[src/rtl/bram_init_filler_if.sv]
// BRAM port-B bundle between the init filler (master) and the memory (slave).
interface bram_init_filler_if #(
   parameter int unsigned ADDR_W = 11,
   parameter int unsigned DATA_W = 32
);
   logic [ADDR_W-1:0] bram_addr;
   logic [DATA_W-1:0] bram_din;
   logic              bram_we;
   logic              bram_en;
   logic [DATA_W-1:0] bram_dout;

   modport master (
      output bram_addr, bram_din, bram_we, bram_en,
      input  bram_dout
   );

   modport slave (
      input  bram_addr, bram_din, bram_we, bram_en,
      output bram_dout
   );
endinterface

[src/rtl/bram_init_filler.sv]
// Fills a BRAM with a selectable pattern and optionally reads it back to count mismatches.
module bram_init_filler #(
   parameter int unsigned ADDR_W = 11,
   parameter int unsigned DATA_W = 32
) (
   input  logic                clk,
   input  logic                rst,
   input  logic                start,
   input  logic [1:0]          pattern_sel,
   input  logic [DATA_W-1:0]   seed,
   input  logic                verify_en,
   input  logic                abort,
   bram_init_filler_if.master  bram,
   output logic                busy,
   output logic                done,
   output logic                err_flag,
   output logic [ADDR_W:0]     err_cnt,
   output logic [ADDR_W-1:0]   first_err_addr
);

   localparam int unsigned CNT_W = ADDR_W + 1;
   localparam logic [ADDR_W-1:0] LAST_ADDR = '1;

   typedef enum logic [2:0] {
      S_IDLE  = 3'd0,
      S_WRITE = 3'd1,
      S_READ  = 3'd2,
      S_DRAIN = 3'd3,
      S_DONE  = 3'd4
   } state_t;

   state_t            state_q, state_d;

   logic [1:0]        sel_q;
   logic [DATA_W-1:0] seed_q;
   logic              verify_q;

   logic [ADDR_W-1:0] addr_q, addr_d;
   logic [DATA_W-1:0] din_q, din_d;
   logic              we_q, we_d;
   logic              en_q, en_d;
   logic              busy_d, done_d;
   logic              err_flag_d;
   logic [CNT_W-1:0]  err_cnt_d;
   logic [ADDR_W-1:0] first_err_d;

   logic [ADDR_W-1:0] rd_addr_q;
   logic              cmp_vld_q;

   logic              start_go;
   logic              mismatch;
   logic [1:0]        sel_eff;
   logic [DATA_W-1:0] seed_eff;

   // Pattern word for index idx: 01 constant, 10 inverted increment, 00/11 increment.
   function automatic logic [DATA_W-1:0] pattern_word(input logic [1:0]        sel,
                                                      input logic [DATA_W-1:0] base,
                                                      input logic [ADDR_W-1:0] idx);
      logic [DATA_W-1:0] sum;
      sum = base + DATA_W'(idx);
      case (sel)
         2'b01:   pattern_word = base;
         2'b10:   pattern_word = ~sum;
         default: pattern_word = sum;
      endcase
   endfunction

   // Start qualification, and pattern controls seen by the first write (not yet latched).
   always_comb begin
      start_go = (state_q == S_IDLE) && start;
      sel_eff  = start_go ? pattern_sel : sel_q;
      seed_eff = start_go ? seed : seed_q;
      mismatch = cmp_vld_q && !abort &&
                 (bram.bram_dout != pattern_word(sel_q, seed_q, rd_addr_q));
   end

   // FSM state register.
   always_ff @(posedge clk or negedge rst) begin
      if (!rst) state_q <= S_IDLE;
      else      state_q <= state_d;
   end

   // FSM next-state logic; abort cancels any active pass.
   always_comb begin
      state_d = state_q;
      case (state_q)
         S_IDLE:  if (start) state_d = S_WRITE;
         S_WRITE: begin
            if (abort)                   state_d = S_IDLE;
            else if (addr_q == LAST_ADDR) state_d = verify_q ? S_READ : S_DONE;
         end
         S_READ: begin
            if (abort)                   state_d = S_IDLE;
            else if (addr_q == LAST_ADDR) state_d = S_DRAIN;
         end
         S_DRAIN: state_d = abort ? S_IDLE : S_DONE;
         S_DONE:  state_d = S_IDLE;
         default: state_d = S_IDLE;
      endcase
   end

   // Next values of the registered outputs, derived from the state being entered.
   always_comb begin
      addr_d      = '0;
      din_d       = '0;
      we_d        = 1'b0;
      en_d        = 1'b0;
      busy_d      = 1'b0;
      done_d      = 1'b0;
      err_flag_d  = err_flag;
      err_cnt_d   = err_cnt;
      first_err_d = first_err_addr;

      case (state_d)
         S_WRITE: begin
            en_d   = 1'b1;
            we_d   = 1'b1;
            busy_d = 1'b1;
            addr_d = (state_q == S_WRITE) ? addr_q + ADDR_W'(1) : '0;
            din_d  = pattern_word(sel_eff, seed_eff, addr_d);
         end
         S_READ: begin
            en_d   = 1'b1;
            busy_d = 1'b1;
            addr_d = (state_q == S_READ) ? addr_q + ADDR_W'(1) : '0;
         end
         S_DRAIN: busy_d = 1'b1;
         S_DONE:  done_d = 1'b1;
         default: ;
      endcase

      if (start_go) begin
         err_flag_d  = 1'b0;
         err_cnt_d   = '0;
         first_err_d = '0;
      end else if (mismatch) begin
         err_flag_d = 1'b1;
         err_cnt_d  = err_cnt + CNT_W'(1);
         if (!err_flag) first_err_d = rd_addr_q;
      end
   end

   // Registered outputs.
   always_ff @(posedge clk or negedge rst) begin
      if (!rst) begin
         addr_q         <= '0;
         din_q          <= '0;
         we_q           <= 1'b0;
         en_q           <= 1'b0;
         busy           <= 1'b0;
         done           <= 1'b0;
         err_flag       <= 1'b0;
         err_cnt        <= '0;
         first_err_addr <= '0;
      end else begin
         addr_q         <= addr_d;
         din_q          <= din_d;
         we_q           <= we_d;
         en_q           <= en_d;
         busy           <= busy_d;
         done           <= done_d;
         err_flag       <= err_flag_d;
         err_cnt        <= err_cnt_d;
         first_err_addr <= first_err_d;
      end
   end

   // Pass configuration captured when a start is accepted.
   always_ff @(posedge clk or negedge rst) begin
      if (!rst) begin
         sel_q    <= '0;
         seed_q   <= '0;
         verify_q <= 1'b0;
      end else if (start_go) begin
         sel_q    <= pattern_sel;
         seed_q   <= seed;
         verify_q <= verify_en;
      end
   end

   // Readback pipeline: remember the issued read address until its data returns.
   always_ff @(posedge clk or negedge rst) begin
      if (!rst) begin
         rd_addr_q <= '0;
         cmp_vld_q <= 1'b0;
      end else begin
         rd_addr_q <= addr_q;
         cmp_vld_q <= (state_q == S_READ) && !abort;
      end
   end

   assign bram.bram_addr = addr_q;
   assign bram.bram_din  = din_q;
   assign bram.bram_we   = we_q;
   assign bram.bram_en   = en_q;

endmodule
[src/flat_wrapper.sv]
// flat-port wrapper written by rule: the top's interface ports become plain ports
module bram_init_filler_flat 
#(
   parameter int unsigned ADDR_W = 11,
   parameter int unsigned DATA_W = 32
)
  (clk, rst, start, pattern_sel, seed, verify_en, abort, busy, done, err_flag, err_cnt, first_err_addr, bram_bram_addr, bram_bram_din, bram_bram_we, bram_bram_en, bram_bram_dout);
  bram_init_filler_if #(.ADDR_W(ADDR_W), .DATA_W(DATA_W)) bram_i ();
  input  logic clk;
  input  logic rst;
  input  logic start;
  input  logic [1:0] pattern_sel;
  input  logic [DATA_W-1:0] seed;
  input  logic verify_en;
  input  logic abort;
  output logic busy;
  output logic done;
  output logic err_flag;
  output logic [ADDR_W:0] err_cnt;
  output logic [ADDR_W-1:0] first_err_addr;
  output wire logic [$bits(bram_i.bram_addr)-1:0] bram_bram_addr;
  output wire logic [$bits(bram_i.bram_din)-1:0] bram_bram_din;
  output wire logic [$bits(bram_i.bram_we)-1:0] bram_bram_we;
  output wire logic [$bits(bram_i.bram_en)-1:0] bram_bram_en;
  input wire logic [$bits(bram_i.bram_dout)-1:0] bram_bram_dout;
  assign bram_bram_addr = bram_i.bram_addr;
  assign bram_bram_din = bram_i.bram_din;
  assign bram_bram_we = bram_i.bram_we;
  assign bram_bram_en = bram_i.bram_en;
  assign bram_i.bram_dout = bram_bram_dout;
  bram_init_filler #(.ADDR_W(ADDR_W), .DATA_W(DATA_W)) u_core (.clk(clk), .rst(rst), .start(start), .pattern_sel(pattern_sel), .seed(seed), .verify_en(verify_en), .abort(abort), .bram(bram_i), .busy(busy), .done(done), .err_flag(err_flag), .err_cnt(err_cnt), .first_err_addr(first_err_addr));
endmodule
[config.mk]
export PLATFORM = sky130hd
export DESIGN_NAME = bram_init_filler_flat
export DESIGN_NICKNAME = d
export VERILOG_FILES = /design/src/rtl/bram_init_filler_if.sv /design/src/rtl/bram_init_filler.sv /design/src/flat_wrapper.sv
export SDC_FILE = /design/constraint.sdc
export NUM_CORES = 1
export LEC_CHECK = 0
export CAP_MARGIN = 20
export CORE_MARGIN = 5
export CORE_UTILIZATION = 59
export DETAILED_ROUTE_END_ITERATION = 8
export PLACE_DENSITY = 0.87
export SYNTH_ARGS = -nofsm -noshare
export SYNTH_HDL_FRONTEND = slang
export SYNTH_SLANG_ARGS = --single-unit
export TNS_END_PERCENT = 50
[constraint.sdc]
create_clock -name clk -period 8.9 [get_ports clk]
set_input_delay 1.335 -clock clk [delete_from_list [all_inputs] [get_ports clk]]
set_output_delay 1.335 -clock clk [all_outputs]
set_load 0.01 [all_outputs]
==> flow_summary.ini, run 1 <==
[die]
ios = 142
die_y_um = 130
initial_utilization = 0.607
dieArea_um2 = 16900
coreArea_um2 = 14000
die_x_um = 130
rows = 43

[drt]
route.final.wire_length_mm = 27.0
viasPerCell = 6.63
avgRoutedWirePerCell_um = 20.7
drtIter0Drc = 1133
vias = 8655
ant_nets = 0
drc = 0
first_pass_iters = 6

[logic_synthesis]
yosysSeqAreaShare = 0.356
yosys_warnings = 0
synth.top_cell.area_share = 0.356
async_flop_share = 1.00
ys_types = 74
netlist_instances = 1002
synth_edf_count = 0
ys_seq_elements = 121
syn_avg_cell_area_um2 = 8.48
synth_area_leaders = dfrtp_1 36%, nand2_1 6.6%, ha_1 4.1%
synth_top_area_cell = dfrtp_1
syn-cell-area_um2 = 8500
synth_flop_cell = dfrtp_1
mappedNetlistNets = 1103

[clocking]
postCtsHoldBufs = 0
clk_pin_slew_ns = 0.06
cts-resized-gates = 0
cts_tree = built
htreeDepth = 4
cts_root_buf = clkbuf_16
clock_sinks = 121
cts_made_buffers = 17
post_cts_buffers = 0
insertion_delay_ns = 0.42
clockBufferDepth = 2

[final_layout]
antenna_cells = 0
final_cells = 1305
drive_gt1_frac = 0.0533
fin_nets = 1213
final_common_cell = nand2_1
final_cell_mix = 149 x nand2_1, 140 x clkdlybuf4s50_1, 121 x dfrtp_1
final_cell_area_um2 = 10600
area_delta_synth_final_pct = 24.8

[global_routing]
grt_util_met1 = 0.473
grt_pass1_vias = 8222
use_met3 = 0.0712
overflow = 0
antenna_found_initial = 1
grt_usage = 0.324
busiest_layer = met2
grt_max_degree = 85
use_met2 = 0.480
grt_pass1_wl_mm = 43.2

[sta]
fin_skew_ns = 0.00585
tightest_slew_ns = 1.05
slew_headroom = 0.297
finalCritPeriodShare = 0.654
setup_tns_ns = 0
setup_viol = 0
max_freq_mhz = 172
rsz0062_at_grt = no
fin_hold_ws_ns = 0.476
period_needed_ns = 5.82
finalHoldViolations = 0
final_max_slew_viol_count = 0

[setup_path]
path_class = input port to flop
cp-start-kind = input port
critPathArrivalTime_ns = 6.08
critPathMaxFanout = 69
crit_path_end_kind = flop
rrSetupSlack_ns = 3.25
required_ns = 9.16

[pwr]
vdd_ir_drop_max_mv = 0.196
power.leakage_uw = 0.00445
power.density_nw_per_um2 = 214
total_power_uw = 2270

[status]
status = complete, no violations

[placement]
dp_hpwl_mm = 19.2
port_buffers = 141
dp.cells = 1272
place_congestion = 0.972
placed_area_um2 = 9960

[min_path]
hold_class = flop to flop

[run]
max_cap_viol_count = 0
[worst paths after layout]
path | start | to | cells after the start
setup / recovery | start | u_core.bram.bram_din[26]$_DFF_PN0_ | 19
hold / removal | u_core.bram.bram_addr[9]$_DFF_PN0_ | u_core.rd_addr_q[9]$_DFF_PN0_ | 0
setup reg to reg | u_core.sel_q[0]$_DFF_PN0_ | u_core.err_cnt[1]$_DFFE_PN0P_ | 15
hold reg to reg | u_core.bram.bram_addr[9]$_DFF_PN0_ | u_core.rd_addr_q[9]$_DFF_PN0_ | 0
max in group asynchronous | rst | u_core.seed_q[30]$_DFF_PN0_ | 3
min in group asynchronous | rst | u_core.busy$_DFF_PN0_ | 1
[synthesized netlist by cell type, types with 8 or more instances]
cell type  count
xor2_1        28
a21o_1        10
nand4_1       12
or3_1         11
o21ai_0       47
o22ai_1       13
clkbuf_1      51
dfrtp_1      121
nand2b_1       8
and3_1        17
mux2i_1       20
nand3_1       35
nand2_1      149
a21oi_1       65
nor2b_1        8
xnor2_1       40
and2_1        10
o2111ai_1     15
inv_1         35
nor2_1        51
a211oi_1      43
o21ai_1        8
a31oi_1       14
ha_1          28
a221oi_1      35
o211ai_1      15
nor3_1        14
[worst max-delay path, stage by stage]
cell,delay (ns)
clkdlybuf4s50_1,0.48
nor4b_2,0.19
buf_4,0.60
nand2_1,0.11
o21ai_0,0.22
inv_1,0.13
fa_1,0.47
nor2b_1,0.12
o21ai_0,0.10
a21boi_0,0.17
o21ai_0,0.12
a21oi_1,0.18
o21ai_0,0.12
a21boi_0,0.25
o2111ai_1,0.47
a211oi_1,0.47
xnor2_1,0.15
a221oi_1,0.29
a211oi_1,0.09
[state kept, by name, summed over array words and instances (netlist names)]
| register | cells |
|---|---|
| u_core.err_cnt | 12 |
| u_core.bram.bram_we | 1 |
| u_core.cmp_vld_q | 1 |
| u_core.busy | 1 |
| u_core.bram.bram_addr | 11 |
| u_core.bram.bram_en | 1 |
| u_core.state_q | 3 |
| u_core.verify_q | 1 |
| u_core.first_err_addr | 11 |
| u_core.seed_q | 32 |
| u_core.rd_addr_q | 11 |
| u_core.bram.bram_din | 32 |
| u_core.err_flag | 1 |
| u_core.sel_q | 2 |
| u_core.done | 1 |
[stage by stage]
step | utilization | setup slack, ns
finish | 0.758 | 3.08
global route | 0.758 | 2.67
CTS | 0.756 | 3.18
detailed placement | 0.712 | 2.75
global placement | 0.712 | 3.04
floorplan | - | 2.98
[power by group]
part	internal (uW)	switching (uW)	total, uW	leakage (uW)
combinational	347	499	845	0.00256
clock	474	244	718	0.000292
sequential	630	78.1	708	0.00160
total	1450	821	2270	0.00445
[layer usage]
metal | vias to the layer above | routed length (um)
li1 | 3940 | -
met1 | 4129 | 11300
met5 | - | 7
met4 | 2 | 762
met3 | 74 | 2830
met2 | 510 | 12100
[cell families (layout without fill, tap and decap cells)]
kind of cell / count (synthesis) / in the layout / share of synthesized area
XOR/XNOR: 68 / 68 / 0.0701
AND/OR/NAND/NOR: 345 / 345 / 0.194
adder cells (fa/ha/maj): 30 / 30 / 0.0460
buffers and inverters: 97 / 220 / 0.0467
AO/OA/AOI/OAI: 318 / 318 / 0.260
multiplexers: 23 / 23 / 0.0275
flip-flops: 121 / 121 / 0.356
[final cells by class]
class,count,area (um2)
Inverter,36,135
Clock buffer,20,447
Sequential cell,121,3030
Clock inverter,12,174
Multi-Input combinational cell,784,5080
Timing Repair Buffer,152,1510
Fill cell,1054,3380
Tap cell,180,225
Power figures use the tool's default switching activity.
==> run 2: changes to the inputs <==
CORE_UTILIZATION = 49   (was 59)
PLACE_DENSITY = 0.77   (was 0.87)
clock period = 5.3 ns   (was 8.9 ns; I/O delays follow)
==> run 2 against run 1 <==
  * Core utilization down 13 points
  * Clock skew increased by 0.0045 ns
  * Routed wire length up 0.91%
  * Highest routed layer is now met4
==> flow_summary.ini, run 2 (synthesized netlist as in run 1, its figures left out) <==
[status]
status = complete, no violations

[sta]
tightest_slew_ns = 0.971
period_needed_ns = 4.79
fin_skew_ns = 0.0103
rsz0062_at_grt = no
slew_headroom = 0.353
finalHoldViolations = 0
max_freq_mhz = 209
fin_hold_ws_ns = 0.493
finalCritPeriodShare = 0.904
final_max_slew_viol_count = 0
setup_viol = 0
setup_tns_ns = 0

[global_routing]
grt_max_degree = 78
grt_pass1_wl_mm = 43.5
overflow = 0
grt_pass1_vias = 8167
antenna_found_initial = 0
grt_usage = 0.271

[die]
initial_utilization = 0.495
die_x_um = 142
coreArea_um2 = 17200
dieArea_um2 = 20100
die_y_um = 142
rows = 48
ios = 142

[clocking]
clock_sinks = 121
htreeDepth = 4
cts_root_buf = clkbuf_16
cts_made_buffers = 17
post_cts_buffers = 0
insertion_delay_ns = 0.42
clk_pin_slew_ns = 0.06
postCtsHoldBufs = 0
clockBufferDepth = 2
cts-resized-gates = 0
cts_tree = built

[placement]
dp_hpwl_mm = 19.7
port_buffers = 141
place_congestion = 0.935
placed_area_um2 = 10200

[setup_path]
path_cells = ha_1 > inv_1 > fa_1 > nor2b_1 > o2111ai_1 > a21boi_4 > o21ai_1 > a221oi_2 > nor3_1 > nand4b_1 > or4_1 > or4_1 > o21ai_4 > buf_12 > mux2i_1 > nor2_1
cp-start-kind = flop
required_ns = 5.60
cpMaxStageDelayCell = or4_1
critPathMaxFanout = 19
crit_top_cell = or4_1
path_class = flop to flop
critPathArrivalTime_ns = 5.09
worst_path_largest_cell_delay_ns = 0.66
crit_path_end_kind = flop

[drt]
route.final.wire_length_mm = 27.2
drtIter0Drc = 990
vias = 8571
drc = 0
viasPerCell = 6.28
ant_nets = 0
first_pass_iters = 7
avgRoutedWirePerCell_um = 20.0

[final_layout]
final_cell_area_um2 = 10800
fin_util = 0.626
fin_nets = 1227
drive_gt1_frac = 0.0667
antenna_cells = 0
area_delta_synth_final_pct = 26.6
final_cell_mix = 149 x nand2_1, 140 x clkdlybuf4s50_1, 121 x dfrtp_1
final_common_cell = nand2_1

[pwr]
power.density_nw_per_um2 = 354
vdd_ir_drop_max_mv = 0.246
power.leakage_uw = 0.00451

[min_path]
hold_class = flop to flop

[run]
max_cap_viol_count = 0
run 2: changes by cell type in the layout (fill, tap and decap cells not counted), moves of 2 or more:
cell	delta
clkinv_4	+2
inv_6	+5
bufinv_16	-2
clkbuf_1	-2
buf_12	+2
buf_4	+13
clkinv_2	-3
run 2: path summary, 6_finish.rpt:
| kind | from | to | slack, ns | cells after the start |
|---|---|---|---|---|
| setup / recovery | u_core.seed_q[0]$_DFF_PN0_ | u_core.err_cnt[1]$_DFFE_PN0P_ | 0.51 | 16 |
| hold / removal | u_core.bram.bram_addr[9]$_DFF_PN0_ | u_core.rd_addr_q[9]$_DFF_PN0_ | 0.49 | 0 |
| setup reg to reg | u_core.seed_q[0]$_DFF_PN0_ | u_core.err_cnt[1]$_DFFE_PN0P_ | 0.51 | 16 |
| hold reg to reg | u_core.bram.bram_addr[9]$_DFF_PN0_ | u_core.rd_addr_q[9]$_DFF_PN0_ | 0.49 | 0 |
| max in group asynchronous | rst | u_core.seed_q[17]$_DFF_PN0_ | 3.60 | 2 |
| min in group asynchronous | rst | u_core.bram.bram_din[5]$_DFF_PN0_ | 0.54 | 1 |
run 2: worst max-delay path, delay by kind of cell (launching register included):
| kind | cells | cell delay [ns] |
|---|---|---|
| AND/OR/NAND/NOR | 6 | 1.72 |
| AO/OA/AOI/OAI | 5 | 1.51 |
| adder cells (fa/ha/maj) | 2 | 0.59 |
| flip-flops | 1 | 0.39 |
| buffers and inverters | 2 | 0.26 |
| multiplexers | 1 | 0.18 |
run 2: layer usage:
layer	vias to the layer above	wire length [um]	track usage
met3	70	2580	0.0512
met5	-	0	0
li1	3972	-	-
met1	4063	11600	0.390
met4	0	779	0.103
met2	466	12200	0.406
run 2: stage by stage:
stage,instances,setup WS [ns],total power (uW)
after floorplan,1002,0.143,2070
after global placement,1332,0.478,2610
after detailed placement,1332,0.301,2620
after CTS,1364,0.573,3800
after global routing,1364,0.212,4020
final,1364,0.507,3800
run 2: area by class of cell:
class	count	area, um2
clock buffers	17	425
repair buffers	166	1620
well taps	225	282
fillers	1501	6420
clock inverters	15	168
inverters	36	135
flip-flops and latches	121	3030
multi-input cells	784	5090
run 2: power by group:
part           total [uW]  leakage (uW)  switching (uW)  internal (uW)
sequential           1200       0.00160             138           1060
clock                1160      0.000274             458            700
combinational        1450       0.00264             836            614
total                3800       0.00451            1430           2370
==> run 3: changes to the inputs <==
CORE_MARGIN = unset   (was 5)
GPL_TIMING_DRIVEN = 0   (was unset)
SKIP_CTS_REPAIR_TIMING = 1   (was unset)
==> run 3 against run 2 <==
  * Routed wire length up 4.0%
  * Critical path type is now input port to flop
  * Global-route usage rose by 4.5 points
  * Via count rose by 3.2%
  * Die area shrank 11%
  * First-iteration DRC count shrank 7.9%
  * Setup slack worse by 0.29 ns
  * Highest routed layer unchanged
==> flow_summary.ini, run 3 (synthesized netlist as in run 1, its figures left out) <==
[status]
status = complete, no violations

[global_routing]
grt_pass1_wl_mm = 43.4
antenna_found_initial = 0
overflow = 0
grt_max_degree = 91
grt_pass1_vias = 7908
grt_usage = 0.317

[final_layout]
fin_nets = 1274
area_delta_synth_final_pct = 30.3
final_cells = 1406
drive_gt1_frac = 0.0776
final_common_cell = nand2_1
antenna_cells = 0
final_cell_mix = 148 x nand2_1, 140 x clkdlybuf4s50_1, 121 x dfrtp_1

[run]
max_cap_viol_count = 0

[clocking]
cts_tree = built
clock_sinks = 121
htreeDepth = 4
cts_made_buffers = 17
clockBufferDepth = 2
cts_root_buf = clkbuf_16
insertion_delay_ns = 0.42
clk_pin_slew_ns = 0.06

[pwr]
seqPwrFrac = 0.301
p_sw_uw = 1470
p_clk_frac = 0.308
p_int_uw = 2420
power.density_nw_per_um2 = 352
p_comb_frac = 0.391
power.leakage_uw = 0.00460
vdd_ir_drop_max_mv = 0.280
netSwitchingFraction = 0.379

[placement]
post-place-ws_ns = -2.23
port_buffers = 141
dp_hpwl_mm = 20.8
place_congestion = 0.982
dp.cells = 1364

[drt]
drtIter0Drc = 912
avgRoutedWirePerCell_um = 20.1
viasPerCell = 6.29
first_pass_iters = 6
ant_nets = 0
vias = 8841
drc = 0
route.final.wire_length_mm = 28.3

[setup_path]
rrSetupSlack_ns = 0.34
cpMaxStageDelayCell = or4b_1
path_class = input port to flop
required_ns = 5.61
timing.rr.end = u_core.err_cnt[1]$_DFFE_PN0P_
path_buf_inv = 5
r2r.worst_path.cells = 17
cp_top_family = compound AO/OA/AOI/OAI gates
critPathMaxFanout = 10
critPathArrivalTime_ns = 5.39
worst_path_largest_cell_delay_ns = 0.60
path_cells = clkdlybuf4s50_1 > or4b_1 > clkbuf_4 > clkbuf_4 > clkbuf_4 > nand2_1 > nand2_1 > ha_1 > nor2b_1 > o21ai_1 > a21boi_1 > o21ai_1 > a21oi_2 > o21ai_1 > a21boi_2 > buf_4 > o2111ai_4 > a21oi_1 > xnor2_1 > a221oi_1 > a211oi_1
cp-start-kind = input port
r2r-start = u_core.rd_addr_q[0]$_DFF_PN0_
crit_path_end_kind = flop

[die]
ios = 142
dieArea_um2 = 17900
die_y_um = 134
coreArea_um2 = 16800
rows = 47
die_x_um = 134
initial_utilization = 0.507

[sta]
finalHoldViolations = 0
max_freq_mhz = 197
fin_hold_ws_ns = 0.240
fin_skew_ns = 0.0101
slew_headroom = 0.345
tightest_slew_ns = 0.976
setup_viol = 0
finalCritPeriodShare = 0.959
period_needed_ns = 5.09
final_max_slew_viol_count = 0
setup_slack_ns = 0.215

[min_path]
hold_class = input port to async pin
## run 3: cell types whose count changed in the layout (fill, tap and decap cells not counted), sizes merged
cell,delta
clkbuf,+46
clkinvlp,-3
clkinv,+2
bufinv,+1
o2111ai,+1
## run 3: area by class of cell
| type | count | area (um2) |
|---|---|---|
| fill | 1374 | 5690 |
| multi-input combinational | 785 | 5200 |
| sequential | 121 | 3030 |
| timing repair buffer | 152 | 1520 |
| clock buffer | 17 | 425 |
| buffer | 60 | 303 |
| tap | 220 | 275 |
| clock inverter | 15 | 189 |
| inverter | 36 | 135 |
## run 3: per-layer routing
metal / vias up / wire length (um) / global-route usage
met5: - / 0 / 0
met4: 0 / 637 / 0.114
met3: 58 / 2450 / 0.0578
met2: 471 / 13100 / 0.488
met1: 4237 / 12100 / 0.445
li1: 4075 / - / -
## run 3: how the worst max path moves through the flow
| stage | from | endpoint | cells after the start |
|---|---|---|---|
| after floorplan | start | u_core.bram.bram_din[28]$_DFF_PN0_ | 21 |
| after global placement | start | u_core.bram.bram_din[26]$_DFF_PN0_ | 22 |
| after detailed placement | start | u_core.bram.bram_din[26]$_DFF_PN0_ | 22 |
| after CTS | start | u_core.bram.bram_din[26]$_DFF_PN0_ | 22 |
| after global routing | start | u_core.bram.bram_din[26]$_DFF_PN0_ | 25 |
| final | start | u_core.bram.bram_din[16]$_DFF_PN0_ | 21 |
## run 3: power by group through the flow
stage / sequential, uW / clock, uW / combinational (uW)
4_1_cts: 1170 / 1210 / 1460
5_1_grt: 1180 / 1260 / 1640
6_report: 1170 / 1200 / 1520
3_5_place_dp: 1180 / 0 / 1450
2_1_floorplan: 1180 / 0 / 885
3_3_place_gp: 1180 / 0 / 1440
## run 3: metrics by stage
stage / util / power (uW) / instance area [um2] / setup TNS, ns
after floorplan: - / 2070 / 8500 / 0
after global placement: 0.608 / 2620 / 10200 / -181.00
after detailed placement: 0.610 / 2630 / 10200 / -49.57
after CTS: 0.646 / 3840 / 10800 / -37.29
after global routing: 0.660 / 4080 / 11100 / -0.0421
final: 0.660 / 3890 / 11100 / 0
